### src/rtl/decimator_pkg.sv
// Shared audio-stream types and default constants.
// Used by the filter and decimator stages.
package decimator_pkg;

  localparam int DEF_W      = 32;
  localparam int DEF_W_FRAC = 16;
  localparam int DEF_M      = 4;

  typedef logic signed [DEF_W-1:0] sample_t;

  function automatic bit is_pow2(input int n);
    return (n >= 2) && ((n & (n - 1)) == 0);
  endfunction

endpackage

### src/rtl/decimator_stream_out_reg.sv
// One-entry valid/ready output holding register.
// Loads only when empty or being drained in the same cycle.
module stream_out_reg #(
  parameter int W = 32
) (
  input  logic         clk,
  input  logic         reset,
  input  logic         load,
  input  logic [W-1:0] d,
  input  logic         ready,
  output logic         valid,
  output logic [W-1:0] q,
  output logic         load_ready
);

  assign load_ready = !valid || ready;

  // Hold while stalled; load wins over drain so there is no bubble.
  always_ff @(posedge clk or posedge reset) begin
    if (reset) begin
      valid <= 1'b0;
      q     <= '0;
    end else if (load) begin
      valid <= 1'b1;
      q     <= d;
    end else if (ready) begin
      valid <= 1'b0;
    end
  end

endmodule

### src/rtl/decimator.sv
// Decimate-by-M stream stage with valid/ready handshakes.
// DECIM_AVG_EN: output the floor mean of each group instead of picking.
module decimator
  import decimator_pkg::*;
#(
  parameter int W      = DEF_W,
  parameter int W_FRAC = DEF_W_FRAC,
  parameter int M      = DEF_M
) (
  input  logic         clk,
  input  logic         reset,
  input  logic         x_valid,
  output logic         x_ready,
  input  logic [W-1:0] x_data,
  output logic         y_valid,
  input  logic         y_ready,
  output logic [W-1:0] y_data
);

  localparam int PW = $clog2(M);
  localparam logic [PW-1:0] LAST = PW'(M - 1);

  if (!is_pow2(M) || W_FRAC < 0 || W_FRAC > W) begin : g_bad_cfg
    $error("decimator: bad W/W_FRAC/M");
  end

  logic [PW-1:0] phase;
  logic          at_last;
  logic          accept;
  logic          complete;
  logic          out_ready;
  logic [W-1:0]  y_next;

  assign at_last  = (phase == LAST);
  assign x_ready  = !at_last || out_ready;
  assign accept   = x_valid && x_ready;
  assign complete = accept && at_last;

  // Phase advances per accepted sample, wrapping after the group.
  always_ff @(posedge clk or posedge reset) begin
    if (reset) begin
      phase <= '0;
    end else if (accept) begin
      phase <= at_last ? '0 : phase + 1'b1;
    end
  end

`ifdef DECIM_AVG_EN
  localparam int AW = W + PW;

  logic signed [AW-1:0] acc;
  logic signed [AW-1:0] x_ext;
  logic signed [AW-1:0] sum;

  assign x_ext  = {{PW{x_data[W-1]}}, x_data};
  assign sum    = acc + x_ext;
  assign y_next = W'(sum >>> PW);

  // Phase 0 restarts the sum; later non-final phases add into it.
  always_ff @(posedge clk or posedge reset) begin
    if (reset) begin
      acc <= '0;
    end else if (accept && !at_last) begin
      acc <= (phase == '0) ? x_ext : sum;
    end
  end
`else
  assign y_next = x_data;
`endif

  stream_out_reg #(
    .W(W)
  ) u_out (
    .clk       (clk),
    .reset     (reset),
    .load      (complete),
    .d         (y_next),
    .ready     (y_ready),
    .valid     (y_valid),
    .q         (y_data),
    .load_ready(out_ready)
  );

endmodule

### config.mk
export PLATFORM = sky130hd
export DESIGN_NAME = decimator
export DESIGN_NICKNAME = d
export VERILOG_FILES = /design/src/rtl/decimator_pkg.sv /design/src/rtl/decimator_stream_out_reg.sv /design/src/rtl/decimator.sv
export SDC_FILE = /design/constraint.sdc
export NUM_CORES = 1
export LEC_CHECK = 0
export CORE_ASPECT_RATIO = 1.75
export CORE_MARGIN = 2
export CORE_UTILIZATION = 35
export DETAILED_ROUTE_END_ITERATION = 12
export GPL_TIMING_DRIVEN = 0
export PLACE_DENSITY = 0.75
export SYNTH_ARGS = -nofsm -noshare
export SYNTH_HDL_FRONTEND = slang
export SYNTH_SLANG_ARGS = --single-unit
export TNS_END_PERCENT = 5
### constraint.sdc
create_clock -name clk -period 1.48 [get_ports clk]
set_input_delay 0.444 -clock clk [delete_from_list [all_inputs] [get_ports clk]]
set_output_delay 0.444 -clock clk [all_outputs]
set_load 0.02 [all_outputs]
==> metrics.md, run 1 <==
| Metric | Value |
|---|---|
| Critical path class | `reg2out` |
| Critical Path, Cell by Cell | `ha_4, nand3b_1, buf_6` |
| Placer Congestion | `0.673` |
| Clock latency on the worst-skew pair | `0.28 ns` |
| WP buf/inv | `1` |
| Worst setup EP type | `output port` |
| Core area | `3790 um2` |
| Vias per cell | `4.62` |
| Max-Slew Margin vs Limit | `0.507` |
| WP depth | `3` |
| Finished Layout Cells | `208` |
| DR iter-0 viols | `20` |
| R2R cell count | `5` |
| Share of cells above drive strength 1 | `0.300` |
| DR pass1 iterations | `2` |
| Clock-pin slew on the worst setup and hold paths | `0.06 ns` |
| Status | `finished with violations` |
| TritonCTS Buffers | `5` |
| Pwr Density | `2050 nW/um2` |
| Detailed-placement wirelength estimate | `2.34 mm` |
| Total negative slack | `-0.0768 ns` |
| CTS Root Cell | `clkbuf_8` |
| Commonest cells after routing, fill and taps aside | `34 x dlygate4sd2_1, 34 x dfrtp_1, 33 x clkdlybuf4s50_1` |
| Initial antenna violation count | `0` |
| YS warnings | `0` |
| Mapped Cells | `82` |
| Fmax achieved | `643 MHz` |
| CP top delay family | `flip-flops` |
| Final Hold Fails | `0` |
| Number of global-route vias before repair | `1011` |
| Slew at the pin closest to its max-slew limit | `0.738 ns` |
| Nets@finish | `196` |
| Cell Count Post-Placement | `199` |
| Cell Area, Synth | `1360 um2` |
| Setup-failing EPs final | `2` |
| Worst EP arrival | `1.11 ns` |
| Avg WL per Cell | `14.6 um` |
| Synth unique cells | `12` |
| Final Util | `0.578` |
| Fin Hold WS | `0.481 ns` |
| Seq cells post-synth | `35` |
| Failing checks | `setup timing` |
| Syn Nets | `119` |
| Largest net degree at the start of global routing | `36` |
| CP max-delay cell | `dfrtp_1` |
| First-pass GRT wire length | `4.58 mm` |
| Via count | `960` |
| Die X | `51.1 um` |
| Row Count | `30` |
| CP Max Fanout | `3` |
| # DRC | `0` |
| Starting Density | `0.358` |
| DIE AREA | `4410 um2` |
| Largest stage delay on the critical path | `0.41 ns` |
| TritonCTS clock tree | `yes` |
| Crit share post-route | `1.05` |
| Seq/Total Area, Yosys | `0.646` |
| CTS Buffer Depth | `2` |
| CP required | `1.04 ns` |
| Hold Crit Class | `reg2reg` |
| Final wirelength | `3.03 mm` |
| Static leakage | `0.000984 uW` |
| Avg Inst Size Synth | `16.5 um2` |
| Die Ht | `86.4 um` |
| All-Layer GR Usage | `0.145` |
| CP startpoint kind | `flip-flop` |
| CTS sink cnt | `35` |
| Synth-to-Final Area Change | `61.5%` |
| IO Port Bufs | `69` |
| GR Overflow Total | `0` |
| Peak VDD IR | `1.02 mV` |
| Max Cap Violations | `0` |
| Worst Skew | `0.00562 ns` |
| Post-route ant nets | `0` |
| # IOs | `70` |
| H-Tree Depth | `2` |
| RSZ-0062 raised after global routing | `true` |
| Ant diodes | `0` |
| Slew Viols, Final | `0` |
| Tmin final | `1.56 ns` |
| Fillers | `346` |
| Final WS setup | `-0.0761 ns` |
| Min-Delay Path Depth | `1` |
-- cells in the mapped netlist --
library cell | number | area share
nand2_1 | 2 | 0.0055
o21ai_0 | 1 | 0.0037
nand3b_1 | 1 | 0.0055
mux2_1 | 2 | 0.017
nor3b_1 | 1 | 0.0055
buf_6 | 3 | 0.025
a21oi_4 | 1 | 0.012
inv_1 | 3 | 0.0083
dfrtp_1 | 35 | 0.65
a21o_1 | 1 | 0.0055
mux2_2 | 31 | 0.26
ha_1 | 1 | 0.0092
-- path summary, 6_finish.rpt --
kind | startpoint | end | slack, ns
max in group asynchronous | reset | u_out.valid | 0.39
worst max register to register | phase[0] | u_out.q[3] | 0
worst min register to register | u_out.q[21] | u_out.q[21] | 0.48
worst max-delay path | phase[1] | x_ready | -0.08
min in group asynchronous | reset | u_out.q[28] | 0.64
worst min-delay path | u_out.q[21] | u_out.q[21] | 0.48
-- per-stage QoR --
step	setup slack, ns	power (uW)	instance area (um2)
after floorplan	0.0608	2950	1360
after global placement	-0.658	4040	2110
after detailed placement	-0.663	4150	2110
after CTS	-0.126	4510	2160
after global routing	-0.122	4780	2190
final	-0.0761	4490	2190
-- power by group --
group	leakage [uW]	internal (uW)	switching [uW]
clock network	0.0000422	330	314
logic	0.000525	1080	1070
registers	0.000417	1450	247
total	0.000984	2860	1630
-- flip-flops by register name, summed over array words and instances, names as in the netlist --
register and cells:
phase 2, u_out.valid 1, u_out.q 32
-- cells by family (layout without fill, tap and decap cells) --
logic type | Yosys count | in the layout | synth area share
flops | 35 | 35 | 0.646
mux | 33 | 33 | 0.274
buf+inv | 6 | 84 | 0.0332
simple gates | 4 | 4 | 0.0166
compound gates | 3 | 3 | 0.0212
fa+ha+maj | 1 | 1 | 0.00922
-- area by class of cell --
class                           instances  area, um2  area share
Buffer                                  3       33.8      0.0154
Multi-Input combinational cell         41        465       0.212
Tap cell                               48       60.1      0.0274
Clock buffer                            7       76.3      0.0348
Clock inverter                          1       5.00     0.00228
Sequential cell                        35        877       0.400
Timing Repair Buffer                   70        658       0.300
Inverter                                3       15.0     0.00685
-- timing repair --
| action | in CTS | in global routing |
|---|---|---|
| pin swaps | 1 | 1 |
| hold buffers | 0 | 0 |
| endpoints found under the setup margin | 99 | 32 |
| hold endpoints to repair | 0 | 0 |
| buffers inserted | 0 | 1 |
| gates resized for setup | 46 | 6 |
-- layer usage --
layer  vias up  wire (um)  global-route usage
met4         0         98              0.0909
met5         -          0                   0
met1       478        978               0.118
met3         7        171              0.0362
li1        440          -                   -
met2        35       1780               0.286
Power figures use the tool's default switching activity.
==> run 2: changes to the inputs <==
--- a/config.mk
+++ b/config.mk
@@ -7,11 +7,12 @@
 export LEC_CHECK = 0
 export CORE_ASPECT_RATIO = 1.75
 export CORE_MARGIN = 2
-export CORE_UTILIZATION = 35
+export CORE_UTILIZATION = 36
 export DETAILED_ROUTE_END_ITERATION = 12
 export GPL_TIMING_DRIVEN = 0
-export PLACE_DENSITY = 0.75
+export PLACE_DENSITY = 0.74
 export SYNTH_ARGS = -nofsm -noshare
 export SYNTH_HDL_FRONTEND = slang
+export SYNTH_HIERARCHICAL = 1
 export SYNTH_SLANG_ARGS = --single-unit
 export TNS_END_PERCENT = 5
==> metrics.md, run 2 <==
| Metric | Value |
|---|---|
| Status | `finished with violations` |
| Failing checks | `setup timing` |
| Synth top area cells | `dfrtp_1 58%, mux2_4 30%, buf_12 4.0%, mux2_2 2.3%, ha_1 0.84%` |
| Peak VDD IR | `1.05 mV (+3.4%)` |
| Cell Area, Synth | `1500 um2 (+10%)` |
| Die X | `52.8 um (+3.3%)` |
| H-Tree Depth | `2 (unchanged)` |
| Syn Nets | `119 (unchanged)` |
| Internal power | `3250 uW (+14%)` |
| Avg Inst Size Synth | `18.3 um2 (+10%)` |
| WP depth | `4 (+1)` |
| Avg WL per Cell | `15.3 um (+5.3%)` |
| Worst Skew | `0.00536 ns (-0.000267 ns)` |
| Largest Register | `u_out/q` |
| Die Ht | `89.3 um (+3.4%)` |
| Cell mode on critical path | `nand2b_4` |
| TritonCTS Buffers | `5 (unchanged)` |
| TritonCTS clock tree | `yes` |
| Cell accounting for the most synthesized area | `dfrtp_1` |
| CP required | `1.04 ns (about the same)` |
| Final wirelength | `3.22 mm (+6.3%)` |
| Placer Congestion | `0.693 (+3.0%)` |
| All-Layer GR Usage | `0.153 (+0.00862)` |
| Final Util | `0.578 (about the same)` |
| R2R cell count | `5 (unchanged)` |
| Post-synth ARST share | `1.00 (unchanged)` |
| Seq cells post-synth | `35 (unchanged)` |
| Seq/Total Area, Yosys | `0.585 (-0.0610)` |
| DR iter-0 viols | `6 (-70%)` |
| CTS Hold Buffers Added | `0 (unchanged)` |
| Crit share post-route | `1.03 (-0.0226)` |
| Total Power | `4980 uW (+11%)` |
| Commonest cells after routing, fill and taps aside | `35 x dfrtp_1, 33 x clkdlybuf4s50_1, 30 x mux2_4` |
| Max reg flops | `32 (unchanged)` |
| Detailed-placement wirelength estimate | `2.36 mm (+0.79%)` |
| Commonest non-fill, non-tap cell in the layout | `dfrtp_1` |
| Share of cells above drive strength 1 | `0.329 (+0.0292)` |
| Clock-pin slew on the worst setup and hold paths | `0.07 ns (about the same)` |
| Worst EP arrival | `1.08 ns (-0.03 ns)` |
| Starting Density | `0.368 (+0.00999)` |
| Pwr Density | `2120 nW/um2 (+3.3%)` |
| Fmax achieved | `657 MHz (+2.2%)` |
| Ant diodes | `0 (unchanged)` |
| CP top delay family | `buffers and inverters` |
| Clk pwr share | `0.136 (-0.007)` |
| Setup-failing EPs final | `1 (-1)` |
| Initial antenna violation count | `0 (unchanged)` |
| Fillers | `345 (-0.29%)` |
| First-pass GRT wire length | `5.09 mm (+11%)` |
| DR pass1 iterations | `3 (+1)` |
| Final Hold Fails | `0 (unchanged)` |
| Clock latency on the worst-skew pair | `0.28 ns (about the same)` |
| Slew at the pin closest to its max-slew limit | `0.696 ns (-0.0418 ns)` |
| Max-Slew Margin vs Limit | `0.535 (+0.0279)` |
| Most frequent cell after synthesis | `dfrtp_1` |
| Slew Viols, Final | `0 (unchanged)` |
| Row Count | `31 (+3.3%)` |
| Worst setup EP type | `output port` |
| Largest net degree at the start of global routing | `34 (-5.6%)` |
| Static leakage | `0.00111 uW (+12%)` |
| Area of the multi-input gates | `568 um2 (+22%)` |
| Max Cap Violations | `0 (unchanged)` |
| Seq pwr share | `0.344 (-0.034)` |
| Core area | `4070 um2 (+7.4%)` |
| Largest stage delay on the critical path | `0.23 ns (-0.18 ns)` |
| # IOs | `70 (unchanged)` |
| Switching Fraction | `0.347 (-0.0162)` |
| Critical path class | `in2out` |
| GR Overflow Total | `0 (unchanged)` |
| YS warnings | `6 (+6)` |
| Switch Pwr | `1730 uW (+6.0%)` |
| EDFF count, synth | `0 (unchanged)` |
| CTS Buffer Depth | `2 (unchanged)` |
| Most frequent cells after synthesis | `35 x dfrtp_1, 30 x mux2_4, 3 x buf_12, 3 x mux2_2` |
| Design area | `2350 um2 (+7.4%)` |
| WP buf/inv | `2 (+1)` |
| Post-route ant nets | `0 (unchanged)` |
| Final WS setup | `-0.0426 ns (+0.0335 ns)` |
| Synth unique cells | `13 (+1)` |
| IO Port Bufs | `69 (unchanged)` |
| CTS Root Cell | `clkbuf_8` |
| Vias per cell | `4.47 (-3.2%)` |
| Synth-to-Final Area Change | `57.1%` |
| CTS sink cnt | `35 (unchanged)` |
| Synth Flop Type | `dfrtp_1` |
| Number of global-route vias before repair | `1044 (+3.3%)` |
| Top cell type's share of synthesized area | `0.585 (-0.0610)` |
| Comb power frac | `0.520 (+0.041)` |
| Tmin final | `1.52 ns (-0.0335 ns)` |
| CP startpoint kind | `primary input` |
| Largest regs | `u_out/q x32, phase x2, u_out/valid x1` |
| Via count | `938 (-2.3%)` |
| Hold Crit Class | `in2async` |
| Critical Path, Cell by Cell | `dlygate4sd2_1, nand2b_4, nand2b_4, buf_6` |
| Storage element area | `876 um2 (-0.14%)` |
| # DRC | `0 (unchanged)` |
| DIE AREA | `4710 um2 (+6.9%)` |
| CP max-delay cell | `dlygate4sd2_1` |
| CP Max Fanout | `3 (unchanged)` |
| Mapped Cells | `82 (unchanged)` |
| Nets@finish | `198 (+1.0%)` |
| DP Area | `2250 um2 (+6.8%)` |
| RSZ-0062 raised after global routing | `true` |
-- run 2: cell types whose count changed in the layout (fill, tap and decap cells not counted), sizes merged, moves of 3 or more --
cell | before | now
nand2b | 0 | 3
dlygate4sd2 | 34 | 29
clkdlybuf4s15 | 1 | 6
buf | 5 | 8
-- run 2: layout make-up --
cell class                      count  area share
Multi-Input combinational cell     41       0.241
Clock inverter                      1     0.00213
Buffer                              4      0.0303
Tap cell                           49      0.0260
Inverter                            2     0.00478
Clock buffer                        6      0.0351
Timing Repair Buffer               72       0.288
Sequential cell                    35       0.372
-- run 2: metal layers --
layer	global-route usage	share of wire
met3	0.0468	0.049
met1	0.168	0.36
met5	0	0
met4	0.0629	0.0084
met2	0.268	0.58
-- run 2: worst paths after layout --
check / start / end / slack (ns)
min in group clk: u_out/q[9] / u_out/q[9] / 0.50
max in group asynchronous: reset / u_out/q[11] / 0.44
setup / recovery: y_ready / x_ready / -0.04
setup reg to reg: phase[0] / u_out/q[16] / 0.02
hold reg to reg: u_out/q[9] / u_out/q[9] / 0.50
hold / removal: reset / phase[1] / 0.39
-- run 2: cells by family after synthesis --
| group | count (synthesis) | share of synthesized area |
|---|---|---|
| and+or+nand+nor | 6 | 0.0251 |
| muxes | 33 | 0.323 |
| AOI/OAI and AO/OA | 1 | 0.00585 |
| adders and majority gates | 1 | 0.00835 |
| buffers and inverters | 6 | 0.0526 |
| DFF | 35 | 0.585 |
-- run 2: power by group through the flow --
stage | combinational (uW) | sequential (uW) | clock (uW)
6_report | 2590 | 1710 | 678
5_1_grt | 2740 | 1780 | 759
4_1_cts | 2500 | 1710 | 707
3_5_place_dp | 2800 | 1730 | 0
3_3_place_gp | 2760 | 1710 | 0
2_1_floorplan | 1050 | 2280 | 0
-- run 2: through the flow --
| step | hold slack, ns | instances | setup slack (ns) | TNS [ns] |
|---|---|---|---|---|
| 3_5_place_dp | 0.493 | 200 | -0.723 | -33.03 |
| 2_1_floorplan | 0.185 | 82 | 0.0374 | 0 |
| 6_report | 0.392 | 210 | -0.0426 | -0.0426 |
| 4_1_cts | 0.385 | 207 | -0.0658 | -0.636 |
| 3_3_place_gp | 0.491 | 200 | -0.716 | -29.95 |
| 5_1_grt | 0.385 | 210 | -0.0748 | -0.393 |
-- run 2: what timing repair did --
action	CTS	global route
cloned	0	0
gates resized for setup	45	7
endpoints found under the setup margin	99	36
buffers inserted	0	3
==> run 3: changes to the inputs <==
==> constraint.sdc (replaced) <==
create_clock -name clk -period 1.25 [get_ports clk]
set_input_delay 0.375 -clock clk [delete_from_list [all_inputs] [get_ports clk]]
set_output_delay 0.375 -clock clk [all_outputs]
set_load 0.02 [all_outputs]
==> metrics.md, run 3 (same netlist as run 2, synthesis figures left out) <==
| Metric | Value |
|---|---|
| Setup-failing EPs final | `34 (+33)` |
| Crit share post-route | `1.18` |
| CTS sink cnt | `35 (unchanged)` |
| Critical Path Start | `phase[0]` |
| Share of cells above drive strength 1 | `0.566 (+0.237)` |
| Static leakage | `0.00113 uW (+1.9%)` |
| Worst setup EP type | `flip-flop` |
| Fillers | `330 (-4.3%)` |
| All-Layer GR Usage | `0.148 (-0.00532)` |
| TritonCTS Buffers | `5 (unchanged)` |
| First-pass GRT wire length | `5.06 mm (-0.55%)` |
| Max-Slew Margin vs Limit | `0.537 (+0.00158)` |
| CP Max Fanout | `8 (+5)` |
| Clock latency on the worst-skew pair | `0.27 ns (about the same)` |
| Post-route ant nets | `0 (unchanged)` |
| Clock-pin slew on the worst setup and hold paths | `0.07 ns (about the same)` |
| Vias per cell | `4.50 (+0.69%)` |
| Largest Register | `u_out/q` |
| Final Hold Fails | `0 (unchanged)` |
| Fmax achieved | `679 MHz` |
| # IOs | `70 (unchanged)` |
| DR iter-0 viols | `3 (-3)` |
| CP startpoint kind | `flip-flop` |
| IO Port Bufs | `69 (unchanged)` |
| H-Tree Depth | `2 (unchanged)` |
| Die Ht | `89.3 um (unchanged)` |
| Commonest cells after routing, fill and taps aside | `34 x dfrtp_1, 33 x clkdlybuf4s50_1, 33 x buf_2` |
| Slew Viols, Final | `0 (unchanged)` |
| DR pass1 iterations | `4 (+1)` |
| Pwr Density | `2510 nW/um2 (+18%)` |
| Worst Skew | `0.00433 ns (-0.00103 ns)` |
| CP required | `1.41 ns (+0.37 ns)` |
| Core area | `4070 um2 (unchanged)` |
| Worst EP arrival | `1.63 ns (+0.55 ns)` |
| Via count | `967 (+3.1%)` |
| Row Count | `31 (unchanged)` |
| Critical path class | `reg2reg` |
| DIE AREA | `4710 um2 (unchanged)` |
| Starting Density | `0.368 (unchanged)` |
| Slew at the pin closest to its max-slew limit | `0.693 ns (-0.00237 ns)` |
| CTS Root Cell | `clkbuf_8` |
| Die X | `52.8 um (unchanged)` |
| Total negative slack | `-6.61 ns (-6.57 ns)` |
| Initial antenna violation count | `0 (unchanged)` |
| Nets@finish | `202 (+2.0%)` |
| Largest net degree at the start of global routing | `34 (unchanged)` |
| TritonCTS clock tree | `yes` |
| Synth-to-Final Area Change | `56.4%` |
| Commonest non-fill, non-tap cell in the layout | `dfrtp_1` |
| Tmin final | `1.47 ns` |
| Max reg flops | `32 (unchanged)` |
| # DRC | `0 (unchanged)` |
| Final WS setup | `-0.224 ns (-0.181 ns)` |
| GR Overflow Total | `0 (unchanged)` |
| Largest regs | `u_out/q x32, phase x2, u_out/valid x1` |
| Status | `finished with violations` |
| Avg WL per Cell | `16.0 um (+4.3%)` |
| Detailed-placement wirelength estimate | `2.42 mm (+2.4%)` |
| Fin Hold WS | `0.360 ns (-0.0312 ns)` |
| Hold Crit Class | `in2async` |
| Ant diodes | `0 (unchanged)` |
| Reg2Reg Launch Point | `phase[0]` |
| RSZ-0062 raised after global routing | `true` |
| Failing checks | `setup timing` |
| Final wirelength | `3.44 mm (+6.8%)` |
| Pre-CTS WS | `-0.810 ns (-0.0866 ns)` |
| Max Cap Violations | `0 (unchanged)` |
| Number of global-route vias before repair | `1049 (+0.48%)` |
| CTS Buffer Depth | `2 (unchanged)` |
| Peak VDD IR | `1.30 mV (+23%)` |
| Placer Congestion | `0.678 (-2.2%)` |
-- run 3: cell types whose count changed in the layout (fill, tap and decap cells not counted), sizes merged --
cell / before / now
dlymetal6s2s: 0 / 2
clkbuf: 6 / 8
clkinv: 1 / 3
buf: 8 / 42
clkdlybuf4s15: 6 / 0
dlygate4sd2: 29 / 0
-- run 3: final cells by class --
type                            instances  area, um2  area share
Sequential cell                        35        877       0.374
Timing Repair Buffer                   76        641       0.274
Multi-Input combinational cell         41        588       0.251
Buffer                                  4       80.1      0.0342
Clock buffer                            5       68.8      0.0294
Tap cell                               49       61.3      0.0262
Clock inverter                          3       15.0     0.00641
Inverter                                2       11.3     0.00481
-- run 3: critical path, cell delays in order (launching register included) --
cell and delay (ns):
dfrtp_1 0.39, ha_4 0.18, and3_4 0.19, buf_12 0.15, clkbuf_16 0.15, mux2_4 0.29
-- run 3: final timing paths --
check	to	slack [ns]	depth (start not counted)
min in group clk	u_out/valid	0.40	3
setup / recovery	u_out/q[31]	-0.22	5
setup reg to reg	u_out/q[31]	-0.22	5
hold / removal	phase[1]	0.36	2
max in group asynchronous	u_out/valid	0.22	2
hold reg to reg	u_out/q[21]	0.50	1
-- run 3: timing repair --
item | CTS | global route
buffers inserted | 0 | 4
resized for setup | 138 | 13
setup endpoints to repair | 101 | 37
hold buffers | 0 | 0
gates cloned | 0 | 3
pin swaps | 1 | 2
-- run 3: through the flow --
stage / total power [uW] / area (um2) / utilization / instances
floorplan: 3940 / 1500 / - / 82
global placement: 5280 / 2250 / 0.553 / 200
detailed placement: 5360 / 2250 / 0.553 / 200
CTS: 5650 / 2180 / 0.535 / 208
global route: 6200 / 2340 / 0.575 / 215
finish: 5870 / 2340 / 0.575 / 215
-- run 3: layer usage --
metal | up-vias | global-route usage | wire length (um)
li1 | 445 | - | -
met1 | 481 | 0.163 | 1180
met2 | 37 | 0.252 | 2020
met3 | 4 | 0.0485 | 188
met4 | 0 | 0.0699 | 55
met5 | - | 0 | 0
-- run 3: power by group --
part           internal, uW  switching [uW]
clock                   381             387
combinational          1680            1390
sequential             1720             315
total                  3780            2090
